File: src/rtl/mem_bus_ctrl.sv
// External-memory bus controller: accepts one core transfer in IDLE, drives a
// single memory cycle with a ready handshake and a 16-edge timeout, and keeps
// read data in the Data Latch (DL), which is exposed on RDATA.
module mem_bus_ctrl (
    input  logic        CLK,
    input  logic        RST,
    input  logic        REQ,
    input  logic        WE,
    input  logic [7:0]  ADDR_H,
    input  logic [7:0]  ADDR_L,
    input  logic [7:0]  WDATA,
    input  logic [7:0]  MEM_DIN,
    input  logic        MEM_READY,
    output logic [15:0] MEM_ADDR,
    output logic [7:0]  MEM_DOUT,
    output logic        MEM_RW,
    output logic        MEM_VALID,
    output logic [7:0]  RDATA,
    output logic        BUSY,
    output logic        DONE,
    output logic        ERR
);

    typedef enum logic [1:0] {
        IDLE   = 2'd0,
        ACCESS = 2'd1,
        FINISH = 2'd2
    } state_t;

    state_t     state;
    logic [3:0] wait_cnt;
    logic [7:0] dl;

    assign RDATA = dl;

    // Transfer FSM; every bus-facing output is a register updated here.
    always_ff @(posedge CLK or posedge RST) begin
        if (RST) begin
            state     <= IDLE;
            wait_cnt  <= '0;
            dl        <= '0;
            MEM_ADDR  <= '0;
            MEM_DOUT  <= '0;
            MEM_RW    <= 1'b1;
            MEM_VALID <= 1'b0;
            BUSY      <= 1'b0;
            DONE      <= 1'b0;
            ERR       <= 1'b0;
        end else begin
            case (state)
                IDLE: begin
                    DONE <= 1'b0;
                    if (REQ) begin
                        MEM_ADDR  <= {ADDR_H, ADDR_L};
                        MEM_DOUT  <= WDATA;
                        MEM_RW    <= ~WE;
                        MEM_VALID <= 1'b1;
                        BUSY      <= 1'b1;
                        ERR       <= 1'b0;
                        wait_cnt  <= '0;
                        state     <= ACCESS;
                    end else begin
                        MEM_VALID <= 1'b0;
                    end
                end
                ACCESS: begin
                    // Ready wins over timeout when both land on the last wait edge.
                    if (MEM_READY) begin
                        if (MEM_RW) begin
                            dl <= MEM_DIN;
                        end
                        ERR       <= 1'b0;
                        DONE      <= 1'b1;
                        MEM_VALID <= 1'b0;
                        state     <= FINISH;
                    end else if (wait_cnt == 4'd15) begin
                        ERR       <= 1'b1;
                        DONE      <= 1'b1;
                        MEM_VALID <= 1'b0;
                        state     <= FINISH;
                    end else begin
                        wait_cnt <= wait_cnt + 4'd1;
                    end
                end
                FINISH: begin
                    DONE  <= 1'b0;
                    BUSY  <= 1'b0;
                    state <= IDLE;
                end
                default: begin
                    state     <= IDLE;
                    BUSY      <= 1'b0;
                    DONE      <= 1'b0;
                    MEM_VALID <= 1'b0;
                end
            endcase
        end
    end

endmodule

File: config.mk
export PLATFORM = sky130hd
export DESIGN_NAME = mem_bus_ctrl
export DESIGN_NICKNAME = d
export VERILOG_FILES = /design/src/rtl/mem_bus_ctrl.sv
export SDC_FILE = /design/constraint.sdc
export NUM_CORES = 1
export LEC_CHECK = 0
export CAP_MARGIN = 20
export CORE_MARGIN = 5
export CORE_UTILIZATION = 45
export DETAILED_ROUTE_END_ITERATION = 10
export GPL_TIMING_DRIVEN = 0
export PLACE_DENSITY = 0.83
export SLEW_MARGIN = 20
export SYNTH_ARGS = -nofsm -noshare
export SYNTH_HDL_FRONTEND = slang
export SYNTH_SLANG_ARGS = --single-unit
File: constraint.sdc
create_clock -name CLK -period 3.2 [get_ports CLK]
set_clock_uncertainty 0.2 [all_clocks]
set_input_delay 0.32 -clock CLK [delete_from_list [all_inputs] [get_ports CLK]]
set_output_delay 0.32 -clock CLK [all_outputs]
set_load 0.03 [all_outputs]
Word-level counts from Yosys, hierarchy flattened
Cells that the tools add are included.
{"block": "op_classes", "addsub": 1, "eq_ne": 7, "n_mux": 20, "bitwise": 3, "reduce_logical": 9}
{"operator": "2-to-1 mux 4 bit", "n": 3}
{"operator": "2-to-1 mux 1 bit", "n": 9}
{"operator": "case mux 4 bit (2 select lines)", "n": 1}
{"operator": "AND reduction 2 bit", "n": 4}
{"operator": "2-to-1 mux 2 bit", "n": 3}
{"operator": "!= test 2 bit, second input constant", "n": 3}
{"operator": "AND reduction 3 bit", "n": 2}
{"operator": "adder 4 x 1 -> 4 bit, second input constant", "n": 1}
{"operator": "== test 4 bit, second input constant", "n": 1}
{"operator": "case mux 1 bit (2 select lines)", "n": 2}
{"operator": "case mux 2 bit (2 select lines)", "n": 1}
{"operator": "AND reduction 4 bit", "n": 1}
{"operator": "!= test 3 bit, second input constant", "n": 1}
{"operator": "NOT 1 bit", "n": 3}
{"operator": "case mux 1 bit (3 select lines)", "n": 1}
{"operator": "== test 2 x 1 -> 1 bit, second input constant", "n": 1}
{"operator": "== test 2 bit, second input constant", "n": 1}
{"operator": "zero test 2 bit", "n": 1}
{"operator": "nonzero test 2 bit", "n": 1}
{"block": "totals", "ff_bits": 43, "input_bits": 37, "out_inout_bits": 37, "word_cells": 50}

Logic depth before layout (Yosys ltp)
Gate-level depths: netlist of run 1.
{"block": "logic_depth", "depth_word": 4, "depth_mapped": 6, "ltp_nobuf": 4}

Worst setup path before layout of run 1
OpenSTA, ideal clock, no wires.
{"block": "synth_timing", "kind": "register -> register", "startpoint": "reg state[0]", "endpoint": "reg MEM_ADDR[0]", "setup_ns": 0.117, "arrival_time_ns": 1.226, "required_time_ns": 2.883, "setup_slack_ns": 1.657, "path_stages_with_launch": 7, "n_path_buf": 3, "synth_period_minus_slack_ns": 1.543, "path_cell_list": "dfrtp_1 > buf_6 > or3b_1 > buf_6 > buf_6 > nand2_1 > nand2_1"}
{"block": "synth_between", "elab_chain_cells": 2}
{"element": "from (decl)", "line_no": "30", "text": "state_t state;"}
{"element": "from (signal assigned)", "line_no": "39", "text": "state <= IDLE;"}
{"element": "from (signal assigned)", "line_no": "61", "text": "state <= ACCESS;"}
{"element": "from (signal assigned)", "line_no": "75", "text": "state <= FINISH;"}
{"element": "zero test 2 bit", "line_no": "50", "text": "case (state)"}
{"element": "AND reduction 2 bit (no line)"}
{"element": "to (signal assigned)", "line_no": "54", "text": "MEM_ADDR <= {ADDR_H, ADDR_L};"}
{"element": "to (decl)", "line_no": "14", "text": "output logic [15:0] MEM_ADDR,"}
Every way passes these cells.
A chain may end at the register's enable or synchronous reset.

Final worst setup path of run 1
{"block": "layout_timing", "startpoint": "reg MEM_RW", "endpoint": "out MEM_RW"}
{"element": "from (decl)", "line_no": "16", "text": "output logic MEM_RW,"}
{"element": "from (signal assigned)", "line_no": "56", "text": "MEM_RW <= ~WE;"}
No word-level cell between the ends.

==> results of run 1 <==
-- Yosys cell counts, types with 2 or more instances --
library cell | instances | area share (%)
nand2_1 | 78 | 17
dfrtp_1 | 42 | 59
mux2_2 | 5 | 3.2
buf_6 | 4 | 2.5
nor2_1 | 4 | 0.85
inv_1 | 3 | 0.64
mux2_1 | 3 | 1.9
mux2i_1 | 3 | 1.7
nand3_1 | 3 | 0.85
buf_2 | 2 | 0.57
nand2b_1 | 2 | 0.71
o21ai_0 | 2 | 0.57
o22ai_1 | 2 | 0.71
-- flip-flops by register name (all words and copies together), names as in the netlist --
name and count:
RDATA 8, ERR 1, state 2, BUSY 1, MEM_VALID 1, DONE 1, MEM_RW 1, wait_cnt 4
MEM_ADDR 16, MEM_DOUT 8
-- cells by family (layout without fill, tap and decap cells) --
family	Yosys count	after routing	synth area share, %
compound gates	13	13	5.300
mux	11	11	6.784
fa+ha+maj	1	1	0.7066
buf+inv	10	92	4.170
flops	43	43	60.85
simple gates	93	93	22.19
-- routing by layer --
layer	vias up	track usage, %
met2	51	25.05
met3	7	6.749
li1	708	-
met1	679	20.34
met4	0	7.377
met5	-	0
-- stage by stage --
stage / cells / worst slack, ns / utilization [%] / cell area [um2] / hold slack (ns)
CTS: 301 / 1.148 / 71.09 / 2661 / 0.05813
detailed placement: 293 / 1.139 / 68.95 / 2581 / 0.2621
floorplan: 171 / 1.657 / - / 1770 / 0.1946
global route: 301 / 1.137 / 71.09 / 2661 / 0.07297
finish: 301 / 1.166 / 71.09 / 2661 / 0.06276
global placement: 292 / 0.7937 / 68.42 / 2561 / 0.2570
-- placed cells by master, fill, tap and decap left out, drive strengths merged --
master	n
nand2b	2
a21oi	1
dfrtp	42
o31ai	1
buf	8
ha	1
mux2i	3
nor2b	1
inv	3
clkdlybuf4s50	73
o21ai	3
nand3	4
a21o	1
dfstp	1
or3b	1
mux2	8
o21bai	1
and2	1
nand2	78
o311ai	2
a31o	1
nor2	4
o22ai	2
and3	1
clkbuf	8
nor3b	1
o211ai	1
-- cell type report --
cell class	instances	share of cell area, %
Buffer	7	2.351
Clock buffer	8	3.009
Inverter	3	0.4231
Multi-Input combinational cell	118	23.27
Sequential cell	43	40.48
Tap cell	48	2.257
Timing Repair Buffer	74	28.21
-- power breakdown --
part | internal (W) | switching, W | total, W
clock network | 0.000155 | 0.000169 | 0.000324
logic | 0.000536 | 0.000699 | 0.00123
registers | 0.000770 | 0.000129 | 0.000899
total | 0.00146 | 0.000997 | 0.00246
-- worst paths after layout --
check,endpoint,slack [ns],startpoint
max reg2reg,MEM_ADDR[12]$_DFFE_PP0P_,1.51,state[0]$_DFFE_PP0P_
max in group asynchronous,MEM_RW$_DFFE_PP1P_,2.23,RST
max,MEM_RW,1.17,MEM_RW$_DFFE_PP1P_
min in group CLK,MEM_DOUT[7]$_DFFE_PP0P_,0.27,MEM_DOUT[7]$_DFFE_PP0P_
min reg2reg,MEM_DOUT[7]$_DFFE_PP0P_,0.27,MEM_DOUT[7]$_DFFE_PP0P_
min,MEM_ADDR[14]$_DFFE_PP0P_,0.06,RST
==> impl_metrics.py, run 1 <==
metrics = {
    "worst_setup_path": {
        "cp-start-kind": "flop",
        "path_cells": "clkdlybuf4s50_1",
        "reg2reg_depth": 5,
        "cpPeakStageDelay_ns": 0.68,
        "required_ns": 2.68,
        "critPathSlowestCell": "clkdlybuf4s50_1",
        "cp.arrival_ns": 1.51,
        "crit_path_max_fanout": 3,
        "endpoint_kind": "output pin",
        "critPathTopFamily": "buffers and inverters",
        "critical_path_class": "reg2out",
        "cp_num_buf_inv": 1,
        "crit_cells": 1,
    },
    "sta": {
        "max_freq_ghz": 0.4916,
        "slew_viol_final": 0,
        "fin_crit_sh_pct": 63.57,
        "rsz0062_at_grt": "no",
        "layout_min_cycle_time_ns": 2.034,
        "slew_headroom_pct": 66.64,
        "setup_viol": 0,
        "hold_violations": 0,
        "tns_ns": 0,
        "tightest_slew_ns": 0.4982,
    },
    "floorplan": {
        "die_w_um": 72.73,
        "ioPinCount": 74,
        "start_util_pct": 47.29,
        "die_area_um2": 5289,
        "fp.dieH_um": 72.73,
        "coreArea_um2": 3744,
        "placementRows": 22,
    },
    "drt": {
        "wl_per_cell_um": 13.50,
        "wl_met1_um": 1664,
        "routed_wl_um": 4064,
        "drtIter0Drc": 67,
        "dr.pass1.iters": 4,
        "dr_total_vias": 1445,
        "met3RoutedLength_um": 379,
        "drc": 0,
        "vias_per_cell": 4.801,
        "antenna_left": 0,
        "highest_layer": "met4",
        "wl_met2_um": 1925,
    },
    "cts": {
        "hold_buffers": 0,
        "cts.sink_count": 43,
        "cts_root_buffer": "clkbuf_8",
        "clk_pin_slew_ns": 0.08,
        "clockBufferDepth": 2,
        "cts_buffers": 5,
        "htreeDepth": 2,
        "cts_setup_buffers": 0,
        "post_cts_resized": 0,
        "clkLatencyLatePin_ns": 0.29,
        "cts_tree": "yes",
    },
    "cells_and_area": {
        "syn_to_final_growth_pct": 50.32,
        "finalNetCount": 290,
        "layout-drive-gt1-share_pct": 9.881,
        "n_antenna_cell": 0,
        "seq_area_um2": 1077,
        "fillers": 306,
        "multi_input_area_um2": 619.3,
    },
    "global_routing": {
        "grt_remaining_overflow": 0,
        "grt_max_degree": 35,
        "grt_pass1_vias": 1438,
        "antenna_found_initial": 0,
        "grtUsageTotal_pct": 16.41,
        "grt_pass1_wl_um": 6610,
    },
    "job": {
        "max_cap_viol_count": 0,
    },
    "place": {
        "dp_hpwl_um": 3073,
        "portBuffers": 73,
        "gp_congestion": 0.7746,
    },
    "pwr": {
        "power_density_nw_per_um2": 923.4,
        "ir_worst_vdd_uv": 521.4,
        "power_leakage_nw": 1.244,
        "totalPowerFinal_w": 0.002458,
    },
    "synthesis": {
        "syn_inst": 171,
        "syn_area_um2": 1770,
        "syn_nets": 209,
        "synth.distinct_cells": 31,
        "synth_area_per_cell_um2": 10.35,
        "synth_top_flop_cell": "dfrtp_1",
        "synthArstFlopShare_pct": 100.0,
        "ys_ff_latch": 43,
        "synth_edf_count": 0,
        "yosysWarnings": 0,
        "ys_seq_area_share_pct": 60.85,
    },
    "min_path": {
        "hold_class": "in2async",
    },
    "outcome": {
        "outcome": "finished clean",
    },
}
(Power assumes the default switching activity.)
==> run 2: changes to the inputs <==
- CORE_UTILIZATION: 45 -> 42
- PLACE_DENSITY: 0.83 -> 0.78
- clock period: 3.2 -> 2.1 ns (I/O delays scaled with it)
==> run 2 against run 1 <==
Sequential share of layout area fell by 0.32 points. Via count fell by 0.62%. Worst hold slack improved by 0.00067 ns. Critical path depth did not move. Clock-buffer cell count fell by 1. Power rose by 54%. Utilization fell by 5.0 points. Worst setup slack got worse by 1.0 ns. Combinational power rose by 53%. Critical path type unchanged. Largest cell class unchanged. Largest power group unchanged.
==> impl_metrics.py, run 2 (same netlist as run 1, synthesis figures left out) <==
metrics = {
    "outcome": {
        "outcome": "finished clean",
    },
    "worst_setup_path": {
        "endpoint_kind": "output pin",
        "cp-start-kind": "flop",
        "critPathSlowestCell": "clkdlybuf4s50_1",
        "critical_path_class": "reg2out",
        "crit_path_max_fanout": 3,
        "critPathTopFamily": "buffers and inverters",
        "cp.arrival_ns": 1.52,
        "cp_num_buf_inv": 1,
        "path_cells": "clkdlybuf4s50_1",
        "cpPeakStageDelay_ns": 0.68,
        "required_ns": 1.69,
    },
    "sta": {
        "hold_violations": 0,
        "fin_ws_ns": 0.1654,
        "tightest_slew_ns": 0.5061,
        "layout_min_cycle_time_ns": 1.935,
        "setup_viol": 0,
        "fin_crit_sh_pct": 92.12,
        "rsz0062_at_grt": "no",
        "max_freq_ghz": 0.5169,
        "whs_ns": 0.06342,
        "slew_viol_final": 0,
        "slew_headroom_pct": 66.11,
    },
    "place": {
        "dp_hpwl_um": 3064,
        "dpl_worst_slack_ns": 0.1419,
        "gp_congestion": 0.7169,
        "portBuffers": 73,
    },
    "cells_and_area": {
        "layout-drive-gt1-share_pct": 10.67,
        "syn_to_final_growth_pct": 51.52,
        "final_cell_mix": "nand2_1, clkdlybuf4s50_1, dfrtp_1",
        "finalNetCount": 290,
        "n_antenna_cell": 0,
        "top_register": "MEM_ADDR",
        "largest_reg_flops": 16,
        "layout_commonest_cell": "nand2_1",
    },
    "cts": {
        "hold_buffers": 0,
        "cts.sink_count": 43,
        "cts_root_buffer": "clkbuf_8",
        "cts_setup_buffers": 0,
        "clkLatencyLatePin_ns": 0.29,
        "htreeDepth": 2,
        "clockBufferDepth": 2,
        "cts_buffers": 5,
        "cts_tree": "yes",
        "post_cts_resized": 0,
        "clk_pin_slew_ns": 0.08,
    },
    "drt": {
        "wl_per_cell_um": 13.63,
        "routed_wl_um": 4130,
        "vias_per_cell": 4.739,
        "dr_total_vias": 1436,
        "dr.pass1.iters": 6,
        "antenna_left": 0,
        "drtIter0Drc": 86,
        "drc": 0,
    },
    "floorplan": {
        "placementRows": 23,
        "ioPinCount": 74,
        "start_util_pct": 43.63,
        "die_area_um2": 5614,
        "coreArea_um2": 4058,
        "die_w_um": 74.93,
        "fp.dieH_um": 74.93,
    },
    "pwr": {
        "power_density_nw_per_um2": 1413,
        "ir_worst_vdd_uv": 842.9,
        "power_leakage_nw": 1.256,
    },
    "min_path": {
        "hold_class": "in2async",
    },
    "global_routing": {
        "grt_pass1_vias": 1495,
        "antenna_found_initial": 0,
        "grt_remaining_overflow": 0,
        "grt_pass1_wl_um": 6720,
        "grtUsageTotal_pct": 15.73,
        "grt_max_degree": 23,
    },
    "job": {
        "max_cap_viol_count": 0,
    },
}
[run 2: worst register-to-register path, cell delays in order (launching register included)]
cell and delay [ns]:
dfrtp_1 0.36, buf_4 0.16, nor3b_2 0.44, buf_2 0.31, nand2_1 0.09, nand2_1 0.07
[run 2: stage by stage]
stage | util [%] | std cells | total power [W] | TNS, ns | cell area (um2)
floorplan | - | 171 | 0.002460 | 0 | 1770
global placement | 63.18 | 294 | 0.003241 | -10.24 | 2564
detailed placement | 63.86 | 295 | 0.003295 | 0 | 2591
CTS | 66.11 | 303 | 0.003842 | 0 | 2683
global route | 66.11 | 303 | 0.004035 | 0 | 2683
finish | 66.11 | 303 | 0.003791 | 0 | 2683
[run 2: worst paths after layout]
| kind | start | end | slack (ns) | cells past startpoint |
|---|---|---|---|---|
| max in group asynchronous | RST | ERR$_DFFE_PP0P_ | 1.15 | 3 |
| worst min register to register | MEM_ADDR[5]$_DFFE_PP0P_ | MEM_ADDR[5]$_DFFE_PP0P_ | 0.28 | 2 |
| worst min-delay path | RST | MEM_ADDR[3]$_DFFE_PP0P_ | 0.06 | 2 |
| worst max register to register | state[1]$_DFFE_PP0P_ | MEM_ADDR[2]$_DFFE_PP0P_ | 0.41 | 5 |
| min in group CLK | ADDR_H[1] | MEM_ADDR[9]$_DFFE_PP0P_ | 0.24 | 3 |
| worst max-delay path | MEM_RW$_DFFE_PP1P_ | MEM_RW | 0.17 | 1 |
[run 2: cell type report]
type                            instances  area [um2]
Timing Repair Buffer                   74       758.2
Multi-Input combinational cell        118       619.3
Fill cell                             336        1375
Inverter                                3       11.26
Sequential cell                        43        1077
Buffer                                  7       62.56
Clock buffer                            7       86.33
Tap cell                               50       62.56
Clock inverter                          1       5.005
[run 2: where the power goes]
group          internal (W)  total, W  switching, W
registers           0.00117   0.00137      0.000201
logic              0.000818   0.00188       0.00106
clock network      0.000265  0.000536      0.000271
[run 2: routing by layer]
layer / vias to the layer above / global-route usage, % / routed length [um]
li1: 712 / - / -
met1: 658 / 18.57 / 1721
met2: 58 / 26.11 / 1906
met3: 8 / 5.340 / 435
met4: 0 / 6.719 / 66
met5: - / 0 / 0
==> RTL change: new RTL, flow settings as in run 2 <==
Re-encode `state_t` (3 states) as one-hot, 3 bits wide.
--- a/src/rtl/mem_bus_ctrl.sv
+++ b/src/rtl/mem_bus_ctrl.sv
@@ -21,10 +21,10 @@
     output logic        ERR
 );
 
-    typedef enum logic [1:0] {
-        IDLE   = 2'd0,
-        ACCESS = 2'd1,
-        FINISH = 2'd2
+    typedef enum logic [2:0] {
+        IDLE   = 3'b001,
+        ACCESS = 3'b010,
+        FINISH = 3'b100
     } state_t;
 
     state_t     state;
Formal check against the unedited RTL: no difference found for any inputs over 10 cycles, from zero or initial values and one cycle with RST high; not proved beyond that.
==> RTL change against run 2 <==
  * Area after synthesis up 3.3%
  * Clock power up 30%
  * Total power up 11%
  * Setup slack better by 0.0025 ns
  * Routed wire length up 5.7%
  * Combinational power up 11%
  * Highest routed layer unchanged
  * Final cell count up 2.0%
  * Sequential cell count up 1
  * Non-clock buffer count up 2
  * Count of clock-buffer cells in the layout unchanged
  * Synthesized cell count up 1.8%
  * Cell area up 3.7%
==> RTL change: results <==
[status]
run_status = finished clean

[route]
drtIter0Drc = 60
via_per_inst = 4.83
first_pass_iters = 4
wl_per_cell_um = 14.1
totalWireLength_mm = 4.37

[logic_synthesis]
ys_seq_area_share_pct = 60.3
async_reset_ff_share_pct = 100
syn-num-nets = 212
netlist_top_cells_count = nand2_1 (75), dfrtp_1 (42), mux2_4 (8)
syn-instance-count = 174
synth_area_leaders = dfrtp_1 (57%), nand2_1 (15%), mux2_4 (6.6%)
synth_cell_types = 33

[worst_hold_path]
hold_path_class = in2reg
hold_depth = 2

[global_routing]
grt_max_degree = 34
grt_pass1_vias = 1569
gr-usage-met3_pct = 6.03
use_met2_pct = 24.7
grt_pass1_wl_mm = 7.56
grt_antenna_before_repair = 0
grt_util_all_layers_pct = 16.0
grtUsageMet1_pct = 21.6

[placement]
place_area_um2 = 2650
dp_cells = 300
place_ws_ns = 0.280
place.detailed.hpwl_mm = 3.27

[power]
swShare_pct = 39.7
ir_drop_v = 0.000669
p_leak_uw = 0.00133

[critical_path]
regToRegEndpoint = RDATA[0]
critical-path-max-stage-delay_ns = 0.68
reg2regPathDepth = 4
r2r_start = state[2]
r2r_setup_slack_ns = 0.34

[finish]
num_antenna_cells = 0
fillerInstances = 366
nets = 294
drive_gt1_share_pct = 12.1

[clock_tree]
clk_pin_slew_ns = 0.08
cts_buffer_depth = 2
cts-buffers-inserted = 5

[timing]
tightest_slew_ns = 0.468
whs_ns = 0.235
==> RTL change: worst max-delay path by stage <==
| stage | from | end | slack (ns) | cells after the start |
|---|---|---|---|---|
| after global routing | MEM_RW | MEM_RW | 0.13 | 1 |
| after floorplan | state[2] | RDATA[0] | 0.49 | 4 |
| after global placement | RST | MEM_ADDR[12] | -0.26 | 2 |
| after CTS | MEM_RW | MEM_RW | 0.15 | 1 |
| final | MEM_RW | MEM_RW | 0.17 | 1 |
| after detailed placement | REQ | MEM_ADDR[2] | 0.28 | 6 |
==> RTL change: what timing repair did <==
action,in CTS,in global routing
resized for setup,0,0
endpoints found under the hold margin,10,0
hold buffers,1,0
==> RTL change: final cells by class <==
type	count	area [um2]	share of cell area, %
tap	52	65.1	2.34
buffer	8	47.5	1.71
sequential	44	1100	39.7
timing repair buffer	75	761	27.4
clock inverter	1	30.0	1.08
inverter	3	11.3	0.405
clock buffer	7	96.3	3.46
multi-input combinational	119	667	24.0
==> RTL change: kinds of logic (layout without fill, tap and decap cells) <==
kind of cell	count (synthesis)	in the layout	synth area share, %
mux	11	11	8.21
flops	44	44	60.3
simple gates	94	94	23.1
compound gates	13	13	4.45
buf+inv	11	94	3.21
fa+ha+maj	1	1	0.684
==> RTL change: power groups by stage <==
stage / Clock, uW / Sequential, uW / Combinational [uW]
CTS: 719 / 1440 / 2100
floorplan: 0 / 2060 / 589
finish: 698 / 1440 / 2080
detailed placement: 0 / 1450 / 2090
global route: 750 / 1490 / 2220
global placement: 0 / 1430 / 2050
==> RTL change: per-layer routing <==
layer,up-vias,wire length [um]
li1,723,-
met1,711,1910
met2,56,2030
met3,3,391
met4,0,32
met5,-,0
